===== config.mk =====
export PLATFORM = sky130hd
export DESIGN_NAME = wb_stream_writer
export DESIGN_NICKNAME = d
export VERILOG_FILES = /design/src/rtl/wb_stream_writer.sv
export SDC_FILE = /design/constraint.sdc
export NUM_CORES = 1
export LEC_CHECK = 0
export ABC_AREA = 1
export CAP_MARGIN = 20
export CORE_UTILIZATION = 41
export CTS_CLUSTER_SIZE = 40
export DETAILED_ROUTE_END_ITERATION = 6
export GPL_TIMING_DRIVEN = 0
export HOLD_SLACK_MARGIN = 0.05
export PLACE_DENSITY = 0.88
export SLEW_MARGIN = 20
export SYNTH_ARGS = -nofsm -noshare
export SYNTH_HDL_FRONTEND = slang
export SYNTH_SLANG_ARGS = --single-unit

===== constraint.sdc =====
create_clock -name wb_clk -period 2.3 [get_ports wb_clk]
set_clock_uncertainty 0.2 [all_clocks]
set_input_delay 0.23 -clock wb_clk [delete_from_list [all_inputs] [get_ports wb_clk]]
set_output_delay 0.23 -clock wb_clk [all_outputs]
set_load 0.005 [all_outputs]

===== src/rtl/wb_stream_writer.sv =====
// Stream-to-Wishbone burst writer: pulls 32-bit words from a valid/ready source and writes them to consecutive word addresses.
// Latency: one cycle to fetch a word, then one Wishbone write held until ack (optional read-back check adds one gap plus one read).
// Backpressure: s_ready is high only while fetching; the bus is held until ack; a stall or ack timeout aborts with a sticky error.
// Optional feature: define WB_WRITER_READBACK_EN to read back and compare every written word.
module wb_stream_writer #(
  parameter int WB_ADDR_WIDTH = 12,
  parameter int LEN_WIDTH     = 10,
  parameter int ACK_TIMEOUT   = 15
) (
  input  logic                     wb_clk,
  input  logic                     wb_rst,
  input  logic                     start_i,
  input  logic [WB_ADDR_WIDTH-1:0] base_adr_i,
  input  logic [LEN_WIDTH-1:0]     len_i,
  input  logic [31:0]              s_dat_i,
  input  logic                     s_valid_i,
  output logic                     s_ready_o,
  output logic [WB_ADDR_WIDTH-1:0] wb_adr_o,
  output logic [31:0]              wb_dat_o,
  output logic [3:0]               wb_sel_o,
  output logic                     wb_we_o,
  output logic                     wb_stb_o,
  output logic                     wb_cyc_o,
  input  logic [31:0]              wb_dat_i,
  input  logic                     wb_ack_i,
  input  logic                     wb_stall_i,
  output logic                     busy_o,
  output logic                     done_o,
  output logic                     err_o
);

  // Timeout counter holds 0 .. ACK_TIMEOUT-1 strobe cycles.
  localparam int TMO_W = (ACK_TIMEOUT < 2) ? 1 : $clog2(ACK_TIMEOUT);
  localparam logic [TMO_W-1:0] TMO_LAST = TMO_W'(ACK_TIMEOUT - 1);

  typedef enum logic [1:0] {
    IDLE  = 2'd0,
    FETCH = 2'd1,
`ifdef WB_WRITER_READBACK_EN
    WRITE = 2'd2,
    CHECK = 2'd3
`else
    WRITE = 2'd2
`endif
  } state_t;

  state_t                   state, state_d;
  logic [WB_ADDR_WIDTH-1:0] adr_q;
  logic [LEN_WIDTH-1:0]     cnt_q;
  logic [31:0]              dat_q;
  logic                     err_q;
  logic                     done_q;
  logic [TMO_W-1:0]         tmo_q;

  // Control strobes from the next-state logic to the datapath.
  logic ld;        // latch base address and length
  logic adv;       // word finished: step address, decrement count
  logic cap;       // capture source word
  logic set_err;
  logic clr_err;
  logic done_d;
  logic stb;
  logic we;
  logic rdy;
  logic last;
  logic tmo_hit;

  assign last    = (cnt_q == LEN_WIDTH'(1));
  assign tmo_hit = (tmo_q == TMO_LAST);

`ifdef WB_WRITER_READBACK_EN
  // Read phase of CHECK; the first CHECK cycle keeps stb low so no strobe follows an ack.
  logic rd_q;
  logic rd_match;
  assign rd_match = (wb_dat_i == dat_q);
`else
  logic unused_rd_dat;
  assign unused_rd_dat = ^wb_dat_i;
`endif

  // State register.
  always_ff @(posedge wb_clk or posedge wb_rst) begin
    if (wb_rst) begin
      state <= IDLE;
    end else begin
      state <= state_d;
    end
  end

  // Next-state, bus control and datapath strobes.
  always_comb begin
    state_d = state;
    ld      = 1'b0;
    adv     = 1'b0;
    cap     = 1'b0;
    set_err = 1'b0;
    clr_err = 1'b0;
    done_d  = 1'b0;
    stb     = 1'b0;
    we      = 1'b0;
    rdy     = 1'b0;
    case (state)
      IDLE: begin
        if (start_i) begin
          clr_err = 1'b1;
          if (len_i != '0) begin
            ld      = 1'b1;
            state_d = FETCH;
          end else begin
            done_d = 1'b1;
          end
        end
      end
      FETCH: begin
        rdy = 1'b1;
        if (s_valid_i) begin
          cap     = 1'b1;
          state_d = WRITE;
        end
      end
      WRITE: begin
        stb = 1'b1;
        we  = 1'b1;
        if (wb_stall_i) begin
          set_err = 1'b1;
          state_d = IDLE;
        end else if (wb_ack_i) begin
`ifdef WB_WRITER_READBACK_EN
          state_d = CHECK;
`else
          adv = 1'b1;
          if (last) begin
            done_d  = 1'b1;
            state_d = IDLE;
          end else begin
            state_d = FETCH;
          end
`endif
        end else if (tmo_hit) begin
          set_err = 1'b1;
          state_d = IDLE;
        end
      end
`ifdef WB_WRITER_READBACK_EN
      CHECK: begin
        if (rd_q) begin
          stb = 1'b1;
          if (wb_stall_i) begin
            set_err = 1'b1;
            state_d = IDLE;
          end else if (wb_ack_i) begin
            if (!rd_match) begin
              set_err = 1'b1;
              state_d = IDLE;
            end else begin
              adv = 1'b1;
              if (last) begin
                done_d  = 1'b1;
                state_d = IDLE;
              end else begin
                state_d = FETCH;
              end
            end
          end else if (tmo_hit) begin
            set_err = 1'b1;
            state_d = IDLE;
          end
        end
      end
`endif
      default: begin
        state_d = IDLE;
      end
    endcase
  end

  // Datapath: address/count, write data, error flag, done pulse and ack timeout.
  always_ff @(posedge wb_clk or posedge wb_rst) begin
    if (wb_rst) begin
      adr_q  <= '0;
      cnt_q  <= '0;
      dat_q  <= '0;
      err_q  <= 1'b0;
      done_q <= 1'b0;
      tmo_q  <= '0;
    end else begin
      done_q <= done_d;
      if (ld) begin
        adr_q <= {base_adr_i[WB_ADDR_WIDTH-1:2], 2'b00};
        cnt_q <= len_i;
      end else if (adv) begin
        adr_q <= adr_q + WB_ADDR_WIDTH'(4);
        cnt_q <= cnt_q - LEN_WIDTH'(1);
      end
      if (cap) begin
        dat_q <= s_dat_i;
      end
      if (clr_err) begin
        err_q <= 1'b0;
      end else if (set_err) begin
        err_q <= 1'b1;
      end
      // Count only while the same strobe stays outstanding; any exit restarts it.
      if (stb && (state_d == state)) begin
        tmo_q <= tmo_q + TMO_W'(1);
      end else begin
        tmo_q <= '0;
      end
    end
  end

`ifdef WB_WRITER_READBACK_EN
  // Read strobe starts on the second CHECK cycle.
  always_ff @(posedge wb_clk or posedge wb_rst) begin
    if (wb_rst) begin
      rd_q <= 1'b0;
    end else begin
      rd_q <= (state == CHECK);
    end
  end
`endif

  assign s_ready_o = rdy;
  assign wb_adr_o  = adr_q;
  assign wb_dat_o  = dat_q;
  assign wb_sel_o  = stb ? 4'hF : 4'h0;
  assign wb_we_o   = we;
  assign wb_stb_o  = stb;
  assign wb_cyc_o  = stb;
  assign busy_o    = (state != IDLE);
  assign done_o    = done_q;
  assign err_o     = err_q;

endmodule


* After elaboration in Yosys (flattened, before gate mapping)
Index checks and enable logic that the tools add are counted.
** Word-level totals
- Logic and storage cells :: 59
- Register bits :: 62
- Bits of input ports :: 92
- Output and inout port bits :: 55
** Cells by class
- Reduce and logical (&&, ||, !) cells :: 6
- Equality and inequality tests :: 5
- Muxes and demuxes :: 38
- Add/sub/neg operators :: 3
** Operators by type and width (count)
- $mux 1 :: 24
- $mux 12 :: 2
- $mux 10 :: 2
- $add 12x3->12 const B :: 1
- $mux 2 :: 6
- $eq 10x1->1 const B :: 1
- $reduce_bool 10->1 :: 1
- $sub 10x1->10 const B :: 1
- $mux 4 :: 2
- $pmux 2 s3 :: 1
- $reduce_bool 2->1 :: 3
- $add 4x1->4 const B :: 1
- $eq 4x4->1 const B :: 1
- $eq 2x1->1 const B :: 1
- $eq 2x2->1 :: 1
- $eq 2x2->1 const B :: 1
- $logic_not 2->1 :: 1
- $pmux 1 s2 :: 1
- $logic_and 1x1->1 :: 1

* Depth between registers and ports, before layout
Gate-level depths: netlist of the first run.
- Depth in word-level cells :: 8
- Gate-level depth with buffers :: 9
- Mapped depth without buffers :: 9

* Least setup slack after synthesis of the first run
OpenSTA, ideal clock, no wires.
- Path type :: flip-flop to flip-flop
- Start :: reg state[0]
- End :: reg dat_q[0], in the netlist wb_dat_o[0]
- Buffers on the path :: 1
- Arrival time :: 1149 ps
- Setup slack :: 826 ps
- Period minus slack after synthesis :: 1474 ps
- Cell stages (with the launch flop) :: 6
- Cells stage by stage :: dfrtp_1 -> inv_1 -> nor2_4 -> nand2_2 -> buf_2 -> mux2_2
** Between the ends
- Word-level cells in the longest chain between the ends :: 2
** Ends and longest elaborated chain
- start: declaration :: line 47 : state_t state, state_d;
- start signal: assignment :: line 86 : state <= state_d;
- $eq 2x1->1 :: line 102 : case (state)
- $mux 1 :: line 102
- end signal: assignment :: line 196 : dat_q <= s_dat_i;
- end: declaration :: line 50 : logic [31:0] dat_q;
No other way between the ends.
A chain may end at the register's enable or synchronous reset.

* Worst setup path after layout of the first run
- Start :: reg state[0]
- End :: out wb_sel_o[3]
** Between the ends
- Word-level cells in the longest chain between the ends :: 3
** Ends and longest elaborated chain
- $eq 2x2->1 :: line 102
- $mux 1 :: line 102
- $mux 4 :: line 226 : assign wb_sel_o = stb ? 4'hF : 4'h0;
- end: declaration :: line 20 : output logic [3:0] wb_sel_o,
No other way between the ends.

==> metrics.yaml, run 1 <==
outcome: "completed"
crit_arrival_ns: 1.71
worstSkewPairLatency_ns: 0.33
start_kind: "flop"
finalSetupViolations: 0
dp.cells: 534
max_freq_mhz: 468
nNetsFinal: 544
multiInputGateArea_um2: 1350
holdCritStartpoint: "base_adr_i[5]"
synth_cell_types: 30
crit_type: "reg2out"
wl_um: 7760
ys_seq_elements: 60
dp_hpwl_um: 5700
synthToLayoutAreaGrowth_pct: 47.2
synth_area_leader_cell: "dfrtp_1"
grt_use_total_pct: 21.5
clockRootBuffer: "clkbuf_8"
die_h_um: 89.0
initial_utilization_pct: 42.6
tritoncts: "done"
stdcell_count: 551
row_count: 31
min_path_cells: 3
yosys_warnings: 0
path_max_fanout: 7
clockBufferDepth: 2
max-vdd-ir-drop_mv: 0.657
clk_pin_slew_worst_paths_ns: 0.08
cts_sinks: 60
layout_min_cycle_time_ns: 2.14
grt_overflow_total: 0
drv_cap: 0
antenna_cells: 0
leakagePower_nw: 2.04
share_comb_of_total_power_pct: 45.6
switching_power_w: 0.00177
htreeDepth: 3
placed_cell_area_um2: 4350
drc: 0
fillerInstances: 630
grt_pass1_vias: 2781
yosysSeqAreaShare_pct: 48.4
ant_nets: 0
synth_cells: 323
hold_viol: 0
port_buffers: 110
crit_family: "buffers and inverters"
drive_gt1_share_pct: 20.4
worst_ep_required_time_ns: 1.87
synthTopCellsByArea: "dfrtp_1 48%, mux2_2 12%, nand3_1 11%"
seq_area_um2: 1500
gp_congestion: 0.897
die_x_um: 89.0
p_total_w: 0.00532
cp_slowest_stage_delay_ns: 0.50
drt_iter0_markers: 106
reg2reg_to: "cnt_q[2]"
hp-class: "in2reg"
fin_crit_sh_pct: 93.0
antenna_found_initial: 0
grt_pass1_wl_um: 12900
reg2reg_depth: 6
syn_area_per_cell_um2: 9.61
via_count: 2703
holdPathEnd: "wb_adr_o[5]"
cts_made_buffers: 9
grt_setup_unrepaired: "no"
pwr-share-clk_pct: 18.3
grt_max_degree: 32
p_int_w: 0.00356
swShare_pct: 33.2
via_per_inst: 4.91
final_area_um2: 4570
critPathCaptureType: "primary output"
timing.hold.ws_ns: 0.278
drv_slew: 0
reg2reg_slack_ns: 0.63
core-area_um2: 7290
postCtsSetupBuffers: 0
die_area_um2: 7920
io_pins: 147
timing.rr.start: "state[1]"
critPathBufInv: 4
wl_per_cell_um: 14.1
crit_path_start: "state[0]"
drt_first_pass_iters: 4
power.density_nw_per_um2: 1170
power_frac_seq_pct: 36.1
synth_area_um2: 3100
yosys.area.top_type_share_pct: 48.4
cp_cell_sequence: "inv_1 > nand2_1 > inv_2 > buf_4 > clkdlybuf4s50_1"
cpMaxStageDelayCell: "clkdlybuf4s50_1"
-- sequential cells by signal (all words and copies together) (netlist names) --
signal,count
wb_dat_o,32
err_o,1
tmo_q,4
done_o,1
state,2
wb_adr_o,10
cnt_q,10
-- worst max-delay path by stage --
stage | endpoint | cells past startpoint
final | wb_sel_o[3] | 5
after CTS | wb_sel_o[3] | 5
after global placement | wb_adr_o[10] | 2
after detailed placement | wb_adr_o[3] | 8
after floorplan | cnt_q[0] | 1
after global routing | wb_stb_o | 5
-- logic make-up after synthesis --
logic type	synth area share, %
AOI/OAI and AO/OA	2.54
and+or+nand+nor	25.7
DFF	48.4
adders and majority gates	2.02
other	0.121
xor gates and xnor gates	1.41
muxes	11.6
buffers and inverters	8.23
-- placed cells by master (no fill, tap or decap), types with 3 or more instances in the layout --
| cell type | instances |
|---|---|
| buf_2 | 8 |
| buf_4 | 10 |
| clkbuf_8 | 11 |
| clkdlybuf4s50_1 | 110 |
| dfrtp_1 | 60 |
| ha_1 | 5 |
| inv_1 | 26 |
| mux2_2 | 32 |
| nand2_1 | 45 |
| nand3_1 | 66 |
| nand3_2 | 10 |
| nor2_1 | 25 |
| nor2_2 | 3 |
| o21ai_0 | 7 |
| xor2_1 | 3 |
-- through the flow --
step	TNS [ns]	setup slack [ns]	utilization, %
after detailed placement	0	0.372	59.7
after global routing	0	0.0412	62.6
final	0	0.162	62.6
after global placement	-40.53	-0.679	59.4
after CTS	0	0.0752	62.6
after floorplan	0	0.385	-
-- power groups by stage --
stage | registers, W | logic, W | clock network [W]
final | 0.00192 | 0.00243 | 0.000972
after global routing | 0.00200 | 0.00269 | 0.00105
after CTS | 0.00192 | 0.00245 | 0.00100
after detailed placement | 0.00194 | 0.00243 | 0
after global placement | 0.00190 | 0.00236 | 0
after floorplan | 0.00190 | 0.00118 | 0
-- worst reg2reg max path, delay by kind of cell (launching register included) --
kind / cells / cell delay (ns)
simple gates: 4 / 0.54
buf+inv: 2 / 0.45
flops: 1 / 0.41
-- cell usage after synthesis --
library cell   n
nand2_1       45
nor3_1         1
nand3_1       66
or2_2          2
nor2_2         3
and3_1         1
a21oi_1        1
conb_1         1
nand3b_1       2
xor2_1         3
o21ai_0        7
o22ai_4        1
nor2_1        25
dfrtp_1       60
or2_1          1
nor3_2         1
nand2_2        2
xnor2_1        2
ha_1           5
inv_2          1
buf_2          8
mux2_2        32
nor2_4         1
buf_12         1
nand3_2       10
o21bai_4       1
inv_1         28
nand4_1        1
buf_4         10
buf_6          1
-- area by class of cell --
class	count	share of cell area (%)
buffer	20	3.21
inverter	29	2.44
sequential	60	32.9
timing repair buffer	112	24.8
clock buffer	12	3.40
clock inverter	4	1.04
multi-input combinational	215	29.6
tap	99	2.71
-- timing repair --
| item | in CTS | in global routing |
|---|---|---|
| gates resized for setup | 0 | 1 |
| hold buffers | 1 | 0 |
| endpoints found under the hold margin | 1 | 0 |
| endpoints found under the setup margin | 0 | 6 |
-- layer usage --
layer	part of all wire (%)	vias to the layer above	global-route usage, %
li1	-	1308	-
met1	41	1267	26.2
met2	49	120	35.7
met3	8.8	8	6.93
met4	1.0	0	8.23
met5	0	-	0
Note: power is estimated with default switching activity, not from simulation.
==> inputs of run 2 (changes only) <==
--- a/config.mk
+++ b/config.mk
@@ -6,7 +6,6 @@
 export NUM_CORES = 1
 export LEC_CHECK = 0
 export ABC_AREA = 1
-export CAP_MARGIN = 20
 export CORE_UTILIZATION = 41
 export CTS_CLUSTER_SIZE = 40
 export DETAILED_ROUTE_END_ITERATION = 6
==> results of run 2 <==
No change in the layout: final DEF, timing and power equal those of run 1.
